`src/rtl/mips_pkg.sv`:
```
// Shared MIPS core definitions: opcode constants, the fetch FSM state
// encoding and the default reset PC.
package mips_pkg;

    // Primary opcode field values (instr[31:26])
    localparam logic [5:0] OP_RTYPE = 6'b000000;
    localparam logic [5:0] OP_LW    = 6'b100011;
    localparam logic [5:0] OP_SW    = 6'b101011;
    localparam logic [5:0] OP_BEQ   = 6'b000100;
    localparam logic [5:0] OP_J     = 6'b000010;
    localparam logic [5:0] OP_ADDI  = 6'b001000;

    // Fetch sequencing states
    typedef enum logic [1:0] {
        S_REQ   = 2'd0,
        S_WAIT  = 2'd1,
        S_VALID = 2'd2
    } fetch_state_t;

    // Address of the first instruction after reset
    localparam logic [31:0] DEFAULT_RESET_PC = 32'h0000_0000;

    // Force an address onto a word boundary by clearing bits [1:0]
    function automatic logic [31:0] word_align(input logic [31:0] addr);
        return addr & 32'hFFFF_FFFC;
    endfunction

endpackage

```
`src/rtl/fetch_unit.sv`:
```
// Instruction fetch stage: holds the PC, issues one instruction-memory read
// at a time, presents the returned word to the control unit and picks the
// next PC from the control unit's branch/jump decisions on consume.
//
// Hand-off to the decode side is valid/ready style: instr_valid is the
// valid, ~stall is the ready. A transfer (consume) happens on a rising edge
// where instr_valid=1 and stall=0; while stall=1 every output holds.
// branch/branch_taken/jump and both targets only matter in that consume
// cycle. Towards memory, imem_req is a one-cycle strobe and only one request
// is ever outstanding; imem_rvalid is only looked at in S_WAIT.
module fetch_unit
    import mips_pkg::*;
#(
    parameter logic [31:0] RESET_PC = DEFAULT_RESET_PC
) (
    input  logic         clk,
    input  logic         reset,
    // instruction memory
    output logic         imem_req,
    output logic [31:0]  imem_addr,
    input  logic [31:0]  imem_rdata,
    input  logic         imem_rvalid,
    // downstream / control unit
    input  logic         stall,
    input  logic         branch,
    input  logic         branch_taken,
    input  logic [31:0]  branch_target,
    input  logic         jump,
    input  logic [31:0]  jump_target,
    output logic [31:0]  instr,
    output logic [5:0]   op,
    output logic [31:0]  pc,
    output logic [31:0]  pc_plus4,
    output logic         instr_valid,
    output logic [31:0]  fetch_count,
    // debug view of the FSM
    output fetch_state_t dbg_state
);

    fetch_state_t state;
    logic [31:0]  next_pc;

    // Outputs derived combinationally from registers only
    assign op        = instr[31:26];
    assign pc_plus4  = pc + 32'd4;
    assign imem_addr = pc;
    assign dbg_state = state;

    // Next PC on consume: jump beats a taken branch, which beats sequential.
    // The control inputs may depend on op; this path ends at the PC register.
    always_comb begin
        next_pc = pc_plus4;
        if (jump) begin
            next_pc = word_align(jump_target);
        end else if (branch && branch_taken) begin
            next_pc = word_align(branch_target);
        end
    end

    // Request / wait / hand-off sequencer with registered outputs.
    // After reset S_REQ first spends one cycle with imem_req=0 (the reset
    // cycle itself), then strobes; on consume the strobe is set directly so
    // the next request appears the cycle after the consume.
    always_ff @(posedge clk) begin
        if (reset) begin
            state       <= S_REQ;
            imem_req    <= 1'b0;
            pc          <= RESET_PC;
            instr       <= 32'd0;
            instr_valid <= 1'b0;
            fetch_count <= 32'd0;
        end else begin
            case (state)
                S_REQ: begin
                    if (imem_req) begin
                        imem_req <= 1'b0;
                        state    <= S_WAIT;
                    end else begin
                        imem_req <= 1'b1;
                    end
                end
                S_WAIT: begin
                    if (imem_rvalid) begin
                        instr       <= imem_rdata;
                        instr_valid <= 1'b1;
                        state       <= S_VALID;
                    end
                end
                S_VALID: begin
                    if (!stall) begin
                        instr_valid <= 1'b0;
                        fetch_count <= fetch_count + 32'd1;
                        pc          <= next_pc;
                        imem_req    <= 1'b1;
                        state       <= S_REQ;
                    end
                end
                default: begin
                    imem_req    <= 1'b0;
                    instr_valid <= 1'b0;
                    state       <= S_REQ;
                end
            endcase
        end
    end

endmodule

```
`config.mk`:
```
export PLATFORM = sky130hd
export DESIGN_NAME = fetch_unit
export DESIGN_NICKNAME = d
export VERILOG_FILES = /design/src/rtl/mips_pkg.sv /design/src/rtl/fetch_unit.sv
export SDC_FILE = /design/constraint.sdc
export NUM_CORES = 1
export LEC_CHECK = 0
export ABC_AREA = 1
export CORE_MARGIN = 5
export CORE_UTILIZATION = 35
export CTS_CLUSTER_SIZE = 12
export DETAILED_ROUTE_END_ITERATION = 8
export GPL_TIMING_DRIVEN = 0
export MAX_ROUTING_LAYER = met4
export PLACE_DENSITY_LB_ADDON = 0.08
export SYNTH_ARGS = -nofsm -noshare
export SYNTH_HDL_FRONTEND = slang
export SYNTH_SLANG_ARGS = --single-unit
```
`constraint.sdc`:
```
create_clock -name clk -period 2.4 [get_ports clk]
set_clock_uncertainty 0.1 [all_clocks]
set_input_delay 0.72 -clock clk [delete_from_list [all_inputs] [get_ports clk]]
set_output_delay 0.72 -clock clk [all_outputs]
set_load 0.01 [all_outputs]
```
Word-level counts from Yosys, hierarchy flattened
Cells that the tools add are included.
{"block": "totals", "regBits": 100, "word_cells": 35, "output_inout_bits": 170}
{"block": "classes", "addsub": 2, "muxes": 12, "n_bitwise": 3, "n_eq_ne": 5, "reduce_logical": 7}
{"op": "$mux W32", "n": 2}
{"op": "$add A32 B1 Y32 const B", "n": 1}
{"op": "$add A32 B3 Y32 const B", "n": 1}
{"op": "$mux W2", "n": 3}
{"op": "$ne A2 B2 Y1 const B", "n": 3}
{"op": "$pmux W1 S3", "n": 2}
{"op": "$pmux W2 S3", "n": 1}
{"op": "$reduce_and A2 Y1", "n": 3}
{"op": "$reduce_and A3 Y1", "n": 2}
{"op": "$mux W1", "n": 4}
{"op": "$not A1 Y1", "n": 3}
{"op": "$eq A2 B1 Y1 const B", "n": 1}
{"op": "$eq A2 B2 Y1 const B", "n": 1}
{"op": "$logic_not A2 Y1", "n": 1}
{"op": "$logic_and A1 B1 Y1", "n": 1}

Depth between registers and ports, before layout
Gate-level depths: netlist (run 1).
{"block": "logic_depth", "word_depth": 3, "mapped_depth": 11, "ltp_nobuf": 11}

Worst setup path before layout (run 1)
Ideal clock, no wire load.
{"block": "synth_timing", "kind": "register to output", "startpoint": "register pc[2], in the netlist imem_addr[2]", "endpoint": "output pc_plus4[30]", "n_path_buf": 0, "required_time_ns": 1.580, "arrival_ns": 1.367, "path_stages_with_launch": 8, "path_slack_ns": 0.213, "path_cell_list": "dfxtp_1 > ha_1 > inv_1 > nor2_2 > nand2_2 > nor2_1 > nand3_1 > nand2_1"}
{"block": "synth_via", "elab_chain_len": 1}
{"element": "start, declared", "line_no": "fetch_unit.sv:32", "text": "output logic [31:0] pc,"}
{"element": "start signal, assigned", "line_no": "fetch_unit.sv:93", "text": "pc <= next_pc;"}
{"element": "$add A32 B3 Y32", "line_no": "fetch_unit.sv:45", "text": "assign pc_plus4 = pc + 32'd4;"}
{"element": "end, declared", "line_no": "fetch_unit.sv:33", "text": "output logic [31:0] pc_plus4,"}
No other way between the ends.

Worst setup path in the final report (run 1)
{"block": "layout_timing", "startpoint": "register pc[2], in the netlist imem_addr[2]", "endpoint": "output pc_plus4[20]"}
The elaborated chain is that of the path after synthesis.

==> results by group, run 1 <==
Routing
  – WL final: 24,000 µm
  – DR DRC count: 0
  – Via/cell ratio: 4.89
  – Iteration-0 DRC Markers: 419
  – WL per Instance: 16.0 µm
  – Via count: 7,345
  – Post-route ant nets: 0
  – 1st-pass router iterations: 5

Setup path
  – R2r setup slk: 0.54 ns
  – Critical path required time: 1.58 ns
  – WS Path Type: flip-flop to output pin
  – Crit Path Max Fanout: 4
  – Worst EP arrival: 1.84 ns
  – Critical Path Source Type: flip-flop
  – CP peak stage delay: 0.37 ns
  – CP Cell Sequence: buf_6 -> ha_4 -> inv_4 -> nor2_4 -> nand3b_1 -> buf_6 -> nor2_2 -> nand2_1 -> nand2_1 -> buf_6
  – Most frequent CP cell: buf_6
  – CP endpoint kind: output pin
  – Crit-path slowest cell: dfxtp_4

STA
  – Fmax: 0.376 GHz
  – Hold Vio Cnt, Final: 0
  – Slew @ Worst Pin: 0.611 ns
  – Period utilization: 1.11
  – Tmin final: 2.66 ns
  – Max-slew violation count: 0
  – Relative slew slack: 0.593
  – Final setup vio count: 25
  – Unrepaired setup endpoints after global routing: true
  – Setup slack after layout: -0.261 ns

Synthesis
  – Synth Register Bits: 98
  – Largest family of logic cells by synthesized area: simple AND/OR/NAND/NOR gates
  – Synth Area in XOR/XNOR: 0.0238
  – Post-synth cell types: 31
  – Simple-gate share of the synthesized area: 0.363
  – Mux cell area share after synthesis: 0
  – Syn avg cell area: 6.23 µm²
  – Register area share after synthesis: 0.334
  – Post-synthesis compound-gate area fraction: 0.156
  – Synthesized area: 5880 µm²
  – Synth Instances: 943
  – YS warnings: 0
  – Post-Synth Adder-Cell Area: 0.00426

Finish
  – Number of diodes: 0
  – Final instance area: 10,200 µm²
  – Share of cells above drive strength 1: 0.236
  – Nets: 1,381
  – Most frequent cells in the layout: 230 x clkdlybuf4s50_1, 195 x nand2_1, 122 x nor2_1
  – Area growth, synth to finish: 72.9%
  – Final core occ: 0.615
  – Commonest non-fill, non-tap cell in the layout: clkdlybuf4s50_1
  – FF+latch area: 2060 µm²
  – Footprint of the multi-input gates: 3760 µm²
  – Fill count: 1,519

Clock network
  – CTS tree: done
  – # hold bufs at CTS: 0
  – Clk Latency, worst-skew pair: 0.35 ns
  – H-tree Lvls: 3
  – Clock Tree Buf Depth: 2
  – Reg clk slew, reported paths: 0.08 ns
  – Root Driver: clkbuf_16
  – CTS sink cnt: 98
  – CTS Buf Count: 9

Run status
  – Status: complete, but fails checks
  – Failing checks: negative setup slack

Pwr
  – Peak supply drop: 291 µV
  – Total leakage power: 3.96 nW
  – Power per cell area: 393 nW/µm²
  – Design Power: 3.99 mW

Global route
  – Largest net degree at the start of global routing: 19
  – Vias in the first global route: 7,131
  – Overflow after GRT: 0
  – Tot GR Track Use: 0.241
  – First-pass GRT wire length: 37,100 µm
  – Initial antenna violation count: 0

Run
  – Max_cap viols: 0

Placed design
  – Hpwl dp: 17,400 µm
  – Routability-driven placement congestion ratio: 0.933
  – Number of port buffers: 259
  – Post-Place Cell Area: 8770 µm²

Floorplan
  – Initial Util: 0.356
  – Die area: 19,500 µm²
  – FP Rows: 47
  – Area of the core: 16,500 µm²
  – Die H: 140 µm
  – Die Wd: 140 µm
  – Ports: 273

Hold path
  – Hold Path Class: flip-flop to flip-flop
stage by stage:
| step | setup TNS [ns] | cells | hold WS (ns) | worst slack (ns) |
|---|---|---|---|---|
| global route | -5.33 | 1501 | 0.377 | -0.339 |
| CTS | -2.06 | 1485 | 0.363 | -0.158 |
| global placement | -13.17 | 1427 | 0.348 | -0.548 |
| finish | -3.59 | 1501 | 0.363 | -0.261 |
| detailed placement | -14.22 | 1427 | 0.352 | -0.576 |
| floorplan | 0 | 948 | 0.386 | 0.213 |
flip-flops by register name (all words and copies together), names as in the netlist:
register / flops
fetch_count: 32
instr: 32
imem_addr: 30
dbg_state: 2
imem_req: 1
instr_valid: 1
kinds of logic after synthesis:
kind of cell | Yosys count
and+or+nand+nor | 504
buffers and inverters | 141
xor gates and xnor gates | 16
other | 1
adders and majority gates | 2
AOI/OAI and AO/OA | 181
DFF | 98
area by class of cell:
cell class,instances,share of cell area
inverters,60,0.0224
clock inverters,7,0.00812
repair buffers,317,0.302
plain buffers,81,0.0461
clock buffers,9,0.0222
multi-input cells,709,0.370
flip-flops and latches,98,0.203
well taps,220,0.0271
path summary, 6_finish.rpt:
| check | cells past startpoint | to | start |
|---|---|---|---|
| max | 10 | pc_plus4[20] | imem_addr[2] |
| min | 2 | instr[22] | instr[22] |
| max reg2reg | 6 | imem_addr[20] | dbg_state[1] |
| min reg2reg | 2 | instr[22] | instr[22] |
per-layer routing:
metal / vias to the layer above / global-route usage / wire, µm
met2: 287 / 0.408 / 11700
met3: 58 / 0.0429 / 1450
met5: - / - / 0
li1: 3667 / - / -
met4: 0 / 0.106 / 947
met1: 3333 / 0.282 / 9970
synthesized netlist by cell type, drive strengths merged:
cell type | n | area [µm²]
o21ai | 61 | 305
nand3b | 9 | 71.3
nand4 | 3 | 18.8
buf | 47 | 340
o21bai | 2 | 15.0
nor2 | 162 | 671
xnor2 | 6 | 52.6
nand2 | 253 | 967
inv | 60 | 225
ha | 2 | 25.0
a31oi | 1 | 6.26
xor2 | 10 | 87.6
dfxtp | 98 | 1960
or2 | 3 | 18.8
clkbuf | 34 | 128
nor3 | 3 | 15.0
nand3 | 70 | 368
conb | 1 | 3.75
a21oi | 114 | 571
and2 | 1 | 6.26
o211ai | 3 | 22.5
worst max-delay path, delay by kind of cell, from the launching register on:
| family | cells | cell delay, ns |
|---|---|---|
| adders and majority gates | 1 | 0.15 |
| buffers and inverters | 4 | 0.42 |
| DFF | 1 | 0.37 |
| and+or+nand+nor | 5 | 0.55 |
report_power, final:
part / total, mW / internal, mW / switching (mW) / leakage, nW
combinational: 0.744 / 0.403 / 0.342 / 2.99
sequential: 1.70 / 1.65 / 0.0512 / 0.814
clock: 1.54 / 0.828 / 0.714 / 0.150
total: 3.99 / 2.88 / 1.11 / 3.96
what timing repair did:
item                                    CTS  global route
pin swaps                                31            37
endpoints found under the setup margin   29            37
gates resized for setup                 246           100
setup buffers                            42            18
(Power assumes the default switching activity.)
==> run 2: changes to the inputs <==
--- a/config.mk
+++ b/config.mk
@@ -6,8 +6,10 @@
 export NUM_CORES = 1
 export LEC_CHECK = 0
 export ABC_AREA = 1
+export ABC_CLOCK_PERIOD_IN_PS = 2150
 export CORE_MARGIN = 5
 export CORE_UTILIZATION = 35
+export CTS_CLUSTER_DIAMETER = 80
 export CTS_CLUSTER_SIZE = 12
 export DETAILED_ROUTE_END_ITERATION = 8
 export GPL_TIMING_DRIVEN = 0
==> constraint.sdc (replaced) <==
create_clock -name clk -period 2.15 [get_ports clk]
set_clock_uncertainty 0.1 [all_clocks]
set_input_delay 0.645 -clock clk [delete_from_list [all_inputs] [get_ports clk]]
set_output_delay 0.645 -clock clk [all_outputs]
set_load 0.01 [all_outputs]
==> run 2 against run 1 <==
  * The run still ends with negative setup slack left
  * Clock power up 12%
  * Non-clock buffer count up 9
  * Count of clock-buffer cells in the layout unchanged
  * Combinational power up 11%
  * Sequential share of layout area decreased by 0.070 points
  * Wire length grew 2.3%
  * Final cell count grew 0.67%
  * Critical path depth did not move
  * Global-route usage rose by 0.30 points
  * Sequential power increased by 12%
  * Flip-flop and latch count unchanged
==> results by group, run 2 (synthesized netlist as in run 1, its figures left out) <==
Run status
  – Status: complete, but fails checks
  – Failing checks: negative setup slack

Global route
  – First-pass GRT wire length: 37,600 µm (+1.4%)
  – Vias in the first global route: 7,237 (+1.5%)
  – Largest net degree at the start of global routing: 19 (unchanged)
  – Overflow after GRT: 0 (unchanged)
  – Initial antenna violation count: 1 (+1)
  – Tot GR Track Use: 0.245 (+0.00303)

Setup path
  – CP Cell Sequence: nand2_4 -> nor2_4 -> buf_6 -> nand2_8 -> nor2_4 -> buf_12 -> nand2_4 -> nand2_2 -> nand2_1 -> buf_2
  – R2r setup slk: 0.32 ns (-0.22 ns)
  – Crit Path Max Fanout: 6 (+2)
  – Critical Path Source Type: flip-flop
  – CP peak stage delay: 0.39 ns (+0.02 ns)
  – CP endpoint kind: output pin
  – Reg2Reg Depth: 13 (+7)
  – Critical R2R Launch: imem_addr[3]
  – R2r endpoint: imem_addr[21]
  – Worst EP arrival: 1.79 ns (-0.05 ns)
  – Crit-path slowest cell: dfxtp_4
  – WS Path Type: flip-flop to output pin
  – Critical path required time: 1.40 ns (-0.18 ns)

Routing
  – Via count: 7,426 (+1.1%)
  – Via/cell ratio: 4.91 (+0.43%)
  – Met1 wire length: 10,000 µm (+0.36%)
  – DR DRC count: 0 (unchanged)
  – Post-route ant nets: 0 (unchanged)
  – WL per Instance: 16.3 µm (+1.6%)
  – 1st-pass router iterations: 5 (unchanged)
  – Wire length on met3: 1600 µm (+11%)
  – Highest metal used: met4
  – Routed wl met2: 12,000 µm (+2.6%)
  – Iteration-0 DRC Markers: 494 (+18%)
  – WL final: 24,600 µm (+2.3%)

STA
  – Relative slew slack: 0.591 (-0.00153)
  – Period utilization: 1.18
  – Slew @ Worst Pin: 0.613 ns (+0.00229 ns)
  – Max-slew violation count: 0 (unchanged)
  – Hold Vio Cnt, Final: 0 (unchanged)
  – Setup slack after layout: -0.382 ns (-0.121 ns)
  – Tmin final: 2.53 ns
  – Setup TNS: -7.76 ns (-4.17 ns)
  – Final setup vio count: 27 (+8.0%)
  – Fin Hold WS: 0.363 ns (+0.00000300 ns)
  – Fmax: 0.395 GHz
  – Unrepaired setup endpoints after global routing: true

Placed design
  – Number of port buffers: 259 (unchanged)
  – Setup WS pre-CTS: -0.751 ns (-0.175 ns)
  – Routability-driven placement congestion ratio: 0.933 (unchanged)
  – Hpwl dp: 17,400 µm (unchanged)

Pwr
  – Power per cell area: 431 nW/µm² (+9.9%)
  – Peak supply drop: 326 µV (+12%)
  – Total leakage power: 4.55 nW (+15%)
  – Design Power: 4.46 mW (+12%)

Hold path
  – Hold path start: instr[22]
  – Worst Hold Path EP: instr[22]
  – Hold Crit Depth: 2 (unchanged)
  – Hold Path Class: flip-flop to flip-flop

Floorplan
  – Die area: 19,500 µm² (unchanged)
  – FP Rows: 47 (unchanged)
  – Initial Util: 0.356 (unchanged)
  – Ports: 273 (unchanged)
  – Die Wd: 140 µm (unchanged)
  – Area of the core: 16,500 µm² (unchanged)
  – Die H: 140 µm (unchanged)

Run
  – Max_cap viols: 0 (unchanged)

Finish
  – Nets: 1,390 (+0.65%)
  – Area growth, synth to finish: 75.7%
  – Commonest non-fill, non-tap cell in the layout: nand2_1
  – Final core occ: 0.625 (+0.00999)
  – Fill count: 1,515 (-0.26%)
  – Most frequent cells in the layout: 203 x nand2_1, 182 x clkdlybuf4s50_1, 122 x nor2_1
  – Share of cells above drive strength 1: 0.254 (+0.0185)

Clock network
  – CTS sink cnt: 98 (unchanged)
  – Reg clk slew, reported paths: 0.08 ns (about the same)
  – CTS tree: done
  – H-tree Lvls: 3 (unchanged)
  – Clk Latency, worst-skew pair: 0.35 ns (about the same)
  – Clock Tree Buf Depth: 2 (unchanged)
  – CTS Buf Count: 9 (unchanged)
  – Root Driver: clkbuf_16
-- run 2: changes by cell type in the layout (fill, tap and decap cells not counted), moves of 4 or more --
cell | before | now
dfxtp_2 | 2 | 11
nand2_2 | 43 | 33
buf_4 | 86 | 102
dfxtp_4 | 26 | 30
nand2_1 | 195 | 203
clkdlybuf4s50_1 | 230 | 182
dlymetal6s2s_1 | 1 | 22
dlygate4sd2_1 | 0 | 24
dfxtp_1 | 70 | 57
clkbuf_1 | 33 | 28
-- run 2: report_power, final --
| part | leakage, nW | switching [mW] | total [mW] | internal, mW |
|---|---|---|---|---|
| Clock | 0.150 | 0.804 | 1.73 | 0.925 |
| Sequential | 0.821 | 0.0574 | 1.90 | 1.84 |
| Combinational | 3.58 | 0.386 | 0.829 | 0.443 |
| Total | 4.55 | 1.25 | 4.46 | 3.21 |
-- run 2: how the worst max path moves through the flow --
stage | from | to | slack [ns]
after floorplan | imem_addr[2] | pc_plus4[30] | 0.04
after global placement | imem_addr[2] | pc_plus4[14] | -0.72
after detailed placement | imem_addr[2] | pc_plus4[14] | -0.75
after CTS | imem_addr[3] | pc_plus4[19] | -0.33
after global routing | imem_addr[2] | pc_plus4[26] | -0.47
final | imem_addr[3] | pc_plus4[21] | -0.38
-- run 2: cell type report --
class / count / area [µm²] / share of cell area
multi-input combinational: 709 / 3800 / 0.368
tap: 220 / 275 / 0.0266
antenna: 1 / 2.50 / 0.000242
clock buffer: 9 / 225 / 0.0218
inverter: 60 / 230 / 0.0223
sequential: 98 / 2090 / 0.202
buffer: 80 / 470 / 0.0455
timing repair buffer: 327 / 3150 / 0.305
clock inverter: 7 / 82.6 / 0.00799
-- run 2: repair_timing --
item                       in CTS  in global routing
resized for setup             297                130
pin swaps                      34                 44
hold endpoints to repair        0                  0
setup buffers                  46                 24
hold buffers                    0                  0
setup endpoints to repair      95                 80
-- run 2: critical path: cells and delay by family (launching register included) --
kind / cells / cell delay [ns]
simple gates: 7 / 0.61
buf+inv: 3 / 0.42
flops: 1 / 0.39
-- run 2: routing by layer --
metal,GRT usage,vias up
met1,0.284,3378
met3,0.0443,73
met5,-,-
met2,0.411,303
li1,-,3672
met4,0.114,0
-- run 2: per-stage QoR --
step | cells | cell area (µm²)
2_1_floorplan | 948 | 5900
3_3_place_gp | 1427 | 8770
3_5_place_dp | 1427 | 8770
4_1_cts | 1489 | 9820
5_1_grt | 1511 | 10300
6_report | 1511 | 10300
==> run 3: changes to the inputs <==
--- a/config.mk
+++ b/config.mk
@@ -6,13 +6,15 @@
 export NUM_CORES = 1
 export LEC_CHECK = 0
 export ABC_AREA = 1
-export ABC_CLOCK_PERIOD_IN_PS = 2150
+export ABC_CLOCK_PERIOD_IN_PS = 2980
 export CORE_MARGIN = 5
 export CORE_UTILIZATION = 35
+export CTS_BUF_LIST = sky130_fd_sc_hd__clkbuf_8
 export CTS_CLUSTER_DIAMETER = 80
 export CTS_CLUSTER_SIZE = 12
 export DETAILED_ROUTE_END_ITERATION = 8
 export GPL_TIMING_DRIVEN = 0
+export HOLD_SLACK_MARGIN = 0.12
 export MAX_ROUTING_LAYER = met4
 export PLACE_DENSITY_LB_ADDON = 0.08
 export SYNTH_ARGS = -nofsm -noshare
==> constraint.sdc (replaced) <==
create_clock -name clk -period 2.98 [get_ports clk]
set_clock_uncertainty 0.1 [all_clocks]
set_input_delay 0.894 -clock clk [delete_from_list [all_inputs] [get_ports clk]]
set_output_delay 0.894 -clock clk [all_outputs]
set_load 0.01 [all_outputs]
==> run 3 against run 2 <==
  * The run now ends clean
  * Combinational power decreased by 33%
  * Sequential power decreased by 27%
  * Sequential share of layout area increased by 2.0 points
  * Via count decreased by 6.2%
  * Global-route usage decreased by 1.3 points
  * Final cell count decreased by 3.6%
==> results by group, run 3 (synthesized netlist as in run 1, its figures left out) <==
Floorplan
  – Die H: 140 µm (unchanged)
  – Ports: 273 (unchanged)
  – Die area: 19,500 µm² (unchanged)
  – FP Rows: 47 (unchanged)
  – Initial Util: 0.356 (unchanged)
  – Area of the core: 16,500 µm² (unchanged)
  – Die Wd: 140 µm (unchanged)

Clock network
  – CTS tree: done
  – Reg clk slew, reported paths: 0.11 ns (+0.03 ns)
  – # hold bufs at CTS: 0 (unchanged)
  – Clock Tree Buf Depth: 2 (unchanged)
  – H-tree Lvls: 3 (unchanged)
  – CTS Buf Count: 9 (unchanged)
  – Root Driver: clkbuf_8
  – CTS sink cnt: 98 (unchanged)
  – Clk Latency, worst-skew pair: 0.38 ns (+0.03 ns)

Global route
  – First-pass GRT wire length: 35,700 µm (-5.2%)
  – Met3 layer usage reported by global route: 0.0422 (-0.00206)
  – Met2 Resource Use GR: 0.387 (-0.0242)
  – Tot GR Track Use: 0.232 (-0.0125)
  – Overflow after GRT: 0 (unchanged)
  – Global routing's busiest layer: met2
  – Initial antenna violation count: 0 (-1)
  – Largest net degree at the start of global routing: 19 (unchanged)
  – Vias in the first global route: 6,784 (-6.3%)
  – GR Util met1: 0.279 (-0.00509)

Finish
  – Commonest non-fill, non-tap cell in the layout: nand2_1
  – Final core occ: 0.559 (-0.0667)
  – Footprint of the multi-input gates: 3390 µm² (-11%)
  – Final cell count without fillers: 1,456 (-3.6%)
  – Number of diodes: 0 (-1)
  – Share of cells above drive strength 1: 0.132 (-0.122)
  – Final instance area: 9230 µm² (-11%)
  – FF+latch area: 2050 µm² (-2.0%)
  – Nets: 1,336 (-3.9%)
  – Fill count: 1,666 (+10%)
  – Area growth, synth to finish: 57.0%
  – Most frequent cells in the layout: 244 x nand2_1, 233 x clkdlybuf4s50_1, 131 x nor2_1

Run status
  – Status: completed

Setup path
  – CP endpoint kind: output pin
  – Critical Path Source Type: flip-flop
  – R2r setup slk: 1.12 ns (+0.80 ns)
  – Worst EP arrival: 1.91 ns (+0.12 ns)
  – CP Launch Point: imem_addr[2]
  – Reg2Reg Depth: 6 (-7)
  – Worst setup endpoint: pc_plus4[12]
  – R2r endpoint: imem_addr[21]
  – WS Path Type: flip-flop to output pin
  – Crit Path Max Fanout: 4 (-2)
  – Critical R2R Launch: dbg_state[1]
  – Critical path required time: 1.99 ns (+0.59 ns)

Routing
  – Post-route ant nets: 0 (unchanged)
  – DR DRC count: 0 (unchanged)
  – Via/cell ratio: 4.78 (-2.7%)
  – 1st-pass router iterations: 5 (unchanged)
  – Iteration-0 DRC Markers: 401 (-19%)
  – Via count: 6,964 (-6.2%)
  – WL per Instance: 15.4 µm (-5.4%)
  – WL final: 22,400 µm (-8.8%)

Run
  – Max_cap viols: 0 (unchanged)

STA
  – Fmax: 0.345 GHz
  – Final setup vio count: 0 (-100%)
  – Relative slew slack: 0.598 (+0.00676)
  – Slew @ Worst Pin: 0.603 ns (-0.0101 ns)
  – Setup TNS: 0 ns (+7.76 ns)
  – Max-slew violation count: 0 (unchanged)
  – Period utilization: 0.974
  – Tmin final: 2.90 ns
  – Hold Vio Cnt, Final: 0 (unchanged)

Pwr
  – Power per cell area: 312 nW/µm² (-28%)
  – Total leakage power: 3.48 nW (-23%)
  – Peak supply drop: 212 µV (-35%)

Placed design
  – Number of port buffers: 259 (unchanged)
  – Hpwl dp: 17,400 µm (unchanged)
  – Placed cell count: 1,427 (unchanged)
  – Routability-driven placement congestion ratio: 0.933 (unchanged)
  – Post-Place Cell Area: 8770 µm² (unchanged)

Hold path
  – Hold Crit Depth: 2 (unchanged)
  – Hold Path Class: flip-flop to flip-flop
[run 3: changes by cell type in the layout (fill, tap and decap cells not counted), moves of 10 or more]
cell             change
buf_6               -30
nand2_4             -12
clkdlybuf4s50_1     +51
dfxtp_1             +14
nand2_2             -27
nor2_4              -10
buf_4               -46
dlymetal6s2s_1      -21
nand2_1             +41
dfxtp_4             -10
[run 3: report_power, final]
group	internal [mW]	total (mW)	switching, mW
clock network	0.404	0.950	0.546
logic	0.300	0.557	0.257
registers	1.34	1.38	0.0416
total	2.04	2.88	0.844
[run 3: what timing repair did]
| action | 4_1_cts | 5_1_grt |
|---|---|---|
| setup buffers | 8 | 5 |
| pin swaps | 7 | 7 |
| setup endpoints to repair | 27 | 14 |
| resized for setup | 99 | 36 |
[run 3: worst max-delay path, cell delays in order (launching register included)]
cell	delay, ns
dfxtp_4	0.39
ha_4	0.16
inv_2	0.06
nor2_4	0.15
nand3b_1	0.15
buf_4	0.17
xor2_2	0.13
inv_1	0.05
dlygate4sd2_1	0.28
[run 3: worst min path at each step]
stage,start,endpoint,slack (ns)
2_1_floorplan,instr[0],instr[0],0.39
3_3_place_gp,instr[22],instr[22],0.35
3_5_place_dp,instr[6],instr[6],0.35
4_1_cts,instr[6],instr[6],0.37
5_1_grt,instr[6],instr[6],0.38
6_report,instr[22],instr[22],0.37
[run 3: through the flow]
stage / setup slack (ns) / hold WS, ns / total power, mW
2_1_floorplan: 0.619 / 0.386 / 1.65
3_3_place_gp: -0.142 / 0.348 / 1.98
3_5_place_dp: -0.170 / 0.352 / 1.98
4_1_cts: -0.118 / 0.368 / 2.92
5_1_grt: -0.0147 / 0.382 / 3.03
6_report: 0.0777 / 0.368 / 2.88
[run 3: cell type report]
type | count | share of cell area
Buffer | 81 | 0.0507
Clock inverter | 7 | 0.00895
Tap cell | 220 | 0.0298
Timing Repair Buffer | 272 | 0.284
Clock buffer | 9 | 0.0134
Multi-Input combinational cell | 709 | 0.367
Inverter | 60 | 0.0244
Sequential cell | 98 | 0.222
[run 3: layer usage]
metal,wire (µm),vias up
met1,9580,3118
met2,10700,241
met5,0,-
met4,745,0
li1,-,3566
met3,1390,39
==> RTL edit 1 (flow settings as in run 2) <==
Add an input register stage for `branch_target` and `jump_target`, with the module's reset; this delays them by one clock. The other inputs are not delayed to match.
--- a/src/rtl/fetch_unit.sv
+++ b/src/rtl/fetch_unit.sv
@@ -38,4 +38,17 @@
 );
 
+    logic [31:0] branch_target_q;
+    logic [31:0] jump_target_q;
+
+    always_ff @(posedge clk) begin
+        if (reset) begin
+            branch_target_q <= '0;
+            jump_target_q   <= '0;
+        end else begin
+            branch_target_q <= branch_target;
+            jump_target_q   <= jump_target;
+        end
+    end
+
     fetch_state_t state;
     logic [31:0]  next_pc;
@@ -52,7 +65,7 @@
         next_pc = pc_plus4;
         if (jump) begin
-            next_pc = word_align(jump_target);
+            next_pc = word_align(jump_target_q);
         end else if (branch && branch_taken) begin
-            next_pc = word_align(branch_target);
+            next_pc = word_align(branch_target_q);
         end
     end
Behaviour: not the same (Yosys sat finds a counterexample within 10 cycles, from zero or initial values and one cycle with reset high).
==> RTL edit 1 against run 2 <==
The run still ends with negative setup slack left. Die area grew 27%. Final cell count grew 16%. Critical endpoint is now pc_plus4[20]. Wire length grew 11%. Sequential power grew 63%. Combinational power grew 4.2%. Via count grew 9.6%. Synthesized area grew 29%. Sequential cell count grew 60. Setup slack lost 0.055 ns. Total power grew 55%. Cell area grew 15%. Clock power grew 71%.
==> RTL edit 1: results (changes against run 2) <==
- Run status: complete, but fails checks
- Failing checks: negative setup slack
- Routed length on met1: 11190 um (+12%)
- Synth top cells by count: nand2_1 (236), nor2_1 (206), dfxtp_1 (158)
- Gpl congestion: 0.9180 (-1.6%)
- CP arrival: 1.84 ns (+0.05 ns)
- Maximum VDD drop: 0.0005268 V (+62%)
- Rel. slew slack: 50.50% (-8.6 points)
- Final sequential cell count: 158 (+61%)
- Tot Pwr: 6.899 mW (+55%)
- CP Max Fanout: 4 (-2)
- Share of post-route cells with drive strength above 1: 20.61% (-4.8 points)
- Number of fill cells: 2102 (+39%)
- Sequential Power: 3.09 mW (+63%)
- Non-clock buffer total of the final layout: 390 (-4.2%)
- Vias in the first global route: 7975 (+10%)
- Clock net power: 2.95 mW (+71%)
- Initial antenna violation count: 6 (+5)
- Non-clock buffering overhead: 28.28% (-6.8 points)
- Cts bufs inserted: 17 (+8)
- M2 GR Usage: 35.85% (-5.2 points)
- DR vias: 8138 (+9.6%)
- R2R cell count: 12 (-1)
- Met3 wire len: 2410 um (+50%)
- GRT Total Usage: 21.88% (-2.6 points)
- Hold_sp: instr[5]
- Final setup violation count: 26 (-3.7%)
- Post-Place Setup Slack: -0.7153 ns (+0.03559 ns)
- Invs w/o clock: 122 (+100%)
- Reg2reg start: imem_addr[2]
- Initial drt markers: 335 (-32%)
- Nets: 1557 (+12%)
- Largest net degree at the start of global routing: 17 (-2)
- GR Util met3: 7.836% (+3.4 points)
- Ant. Diodes: 6 (+5)
- R2r endpoint: imem_addr[20]
- Met2 wire length: 13120 um (+9.5%)
- End of the worst hold path: instr[5]
- Setup ws final: -0.4373 ns (-0.05536 ns)
- GR Util met1: 25.73% (-2.7 points)
- Clk_buf instances: 21 (+12)
- First-pass GRT wire length: 41830 um (+11%)
- H-Tree Depth: 4 (+1)
- Seq/Total Area, Yosys: 41.74% (+8.4 points)
- Leak Pwr: 5.473 nW (+20%)
- Count of multi-input gates: 763 (+7.6%)
## RTL edit 1: worst register-to-register path, stage by stage (launching register included)
cell and delay (ns):
dfxtp_4 0.39, ha_4 0.17, inv_4 0.04, nor2_4 0.14, nand3b_1 0.17, buf_6 0.18
nor2_4 0.08, nand2_2 0.06, buf_4 0.12, buf_4 0.12, nand3_1 0.07, nand2_1 0.06
a21oi_1 0.11
## RTL edit 1: how the worst max path moves through the flow
| stage | from | endpoint | cells after the start |
|---|---|---|---|
| 6_report | imem_addr[2] | pc_plus4[20] | 8 |
| 5_1_grt | imem_addr[2] | pc_plus4[30] | 10 |
| 4_1_cts | imem_addr[3] | pc_plus4[20] | 9 |
| 3_5_place_dp | imem_addr[2] | pc_plus4[26] | 8 |
| 3_3_place_gp | imem_addr[2] | pc_plus4[26] | 8 |
| 2_1_floorplan | imem_addr[2] | pc_plus4[22] | 8 |
## RTL edit 1: stage by stage
stage	hold WS [ns]	util [%]	instances	area (um^2)	setup TNS (ns)
6_report	0.3598	56.30	1746	11910	-8.913
3_5_place_dp	0.3530	49.79	1665	10530	-31.62
3_3_place_gp	0.3472	49.79	1665	10530	-31.41
2_1_floorplan	0.3856	-	1131	7596	0
4_1_cts	0.3611	54.70	1726	11570	-8.242
5_1_grt	0.3705	56.30	1746	11910	-11.40
## RTL edit 1: logic make-up (layout without fill, tap and decap cells)
logic type	Yosys count	in the layout	share of synthesized area [%]
and+or+nand+nor	569	569	32.03
buffers and inverters	210	544	12.63
AOI/OAI and AO/OA	173	173	11.71
DFF	158	158	41.74
xor gates and xnor gates	13	13	1.503
adders and majority gates	2	2	0.3302
other	1	12	0.04949
## RTL edit 1: what timing repair did
item	in CTS	in global routing
buffers inserted	29	17
endpoints found under the hold margin	0	0
pin swaps	31	21
endpoints found under the setup margin	120	52
gates resized for setup	320	75
==> RTL edit 2 (flow settings as in run 2) <==
Made on the original files. Reset style: asynchronous (`reset`), changed in one clocked block.
--- a/src/rtl/fetch_unit.sv
+++ b/src/rtl/fetch_unit.sv
@@ -62,5 +62,5 @@
     // cycle itself), then strobes; on consume the strobe is set directly so
     // the next request appears the cycle after the consume.
-    always_ff @(posedge clk) begin
+    always_ff @(posedge clk or posedge reset) begin
         if (reset) begin
             state       <= S_REQ;
Behaviour: differs if reset is asserted again (counterexample within 4 cycles, from zero or initial values and one cycle with reset high); with reset held inactive, the same outputs for 10 cycles.
==> RTL edit 2 against run 2 <==
The flow still finishes with violations (negative setup slack). Hold slack improved by 0.0081 ns. Cell area decreased by 0.19%. Wire length decreased by 5.1%. Sequential cell count unchanged. Setup slack got worse by 0.064 ns. Die area increased by 4.3%. Synthesized area increased by 4.7%. Maximum frequency decreased by 2.5%. Critical path type unchanged. Largest cell class is now buffers. Highest routed layer unchanged.
Power is not compared: it rests on default switching activity, and its combinational part moved more than twofold at a synthesized area within 25%.
==> RTL edit 2: results (changes against run 2) <==
- Crit path largest cell delay: 0.41 ns (+0.02 ns)
- Clock-cell share: 2.851% (-0.13 points)
- Hold WS: 0.3710 ns (+0.008070 ns)
- CP Launch Point: imem_addr[3]
- Wire per inst: 15.92 um (-2.1%)
- Sequential cell area: 2489 um^2 (+19%)
- Vias in the first global route: 6668 (-7.9%)
- Placed cell count: 1376 (-3.6%)
- Initial antenna violation count: 0 (-1)
- R2r endpoint: imem_addr[13]
- Fraction of area in multi-input gates: 33.12% (-3.7 points)
- Synthesized-area fraction occupied by adder cells: 0.4066% (-0.019 points)
- Critical Path Slowest Stage Cell: dfrtp_1
- Non-Filler Instances: 1466 (-3.0%)
- Synth top cells by count: nand2_1 (323), nor2_1 (111), dfrtp_1 (98)
- Cell variety after synth: 35 (+13%)
- Number of fill cells: 1593 (+5.1%)
- Final setup violation count: 29 (+7.4%)
- Syn_area_per_cell: 6.978 um^2 (+12%)
- Routed length on met1: 10250 um (+2.5%)
- Post-synthesis xor/xnor area fraction: 4.696% (+2.3 points)
- Initial drt markers: 422 (-15%)
- Met2 wire length: 10740 um (-10%)
- Post-cts sizing count: 253 (-15%)
- Failing checks: negative setup slack
- M2 GR Usage: 35.34% (-5.7 points)
- DPL Wire Length: 17040 um (-1.8%)
- Count of multi-input gates: 651 (-8.2%)
- Seq/Total Area, Yosys: 39.85% (+6.5 points)
- Nets: 1341 (-3.5%)
- End of the worst hold path: instr[24]
- First-pass GRT wire length: 35280 um (-6.3%)
- CP arrival: 1.85 ns (+0.06 ns)
- DRT Pass-1 Iters: 7 (+2)
- GR Util met1: 29.45% (+1.0 points)
- TNS Setup: -8.327 ns (-0.5677 ns)
- Reg2reg setup slack: -0.10 ns (-0.42 ns)
- Rel. slew slack: 41.66% (-17 points)
- Share of post-route cells with drive strength above 1: 24.25% (-1.2 points)
- Non-clock buffer total of the final layout: 404 (-0.74%)
- Run status: complete, but fails checks
- Asr flop ratio synth: 100.0% (+100 points)
- Port-buffer cells: 262 (+1.2%)
- R2R cell count: 14 (+1)
- Invs w/o clock: 72 (+20%)
- Setup bufs post-CTS: 66 (+43%)
- GR Util met3: 4.973% (+0.55 points)
- DR vias: 6885 (-7.3%)
- Setup ws final: -0.4457 ns (-0.06376 ns)
- Met3 wire len: 1831 um (+14%)
- Clk_buf instances: 11 (+2)
- Ant. Diodes: 0 (-1)
- GRT Total Usage: 22.65% (-1.8 points)
- Gpl congestion: 0.8818 (-5.5%)
- Synth area leaders: dfrtp_1 (40%), nand2_1 (20%), nor2_1 (6.8%)
- Largest net degree at the start of global routing: 39 (+20)
- Top_reg_cell synth: dfrtp_1
==> RTL edit 2: cell types whose count changed after synthesis, sizes merged, moves of 35 or more <==
cell | before | now
nand2 | 253 | 329
a21oi | 114 | 30
o21ai | 61 | 26
dfrtp | 0 | 98
dfxtp | 98 | 0
nor2 | 162 | 127
==> RTL edit 2: metrics by stage <==
stage	setup WS [ns]	total power [mW]	area (um^2)
3_3_place_gp	-0.9740	9.130	9081
2_1_floorplan	0.07702	5.897	6177
6_report	-0.4457	11.57	10310
5_1_grt	-0.5291	12.37	10310
4_1_cts	-0.4629	11.24	10000
3_5_place_dp	-0.6953	9.178	9121
==> RTL edit 2: power by group through the flow <==
stage	Combinational [mW]	Clock, mW	Sequential (mW)
final	6.81	1.67	3.09
after global routing	7.40	1.78	3.19
after CTS	6.50	1.70	3.03
after detailed placement	5.96	0	3.22
after global placement	5.93	0	3.20
after floorplan	2.56	0	3.34
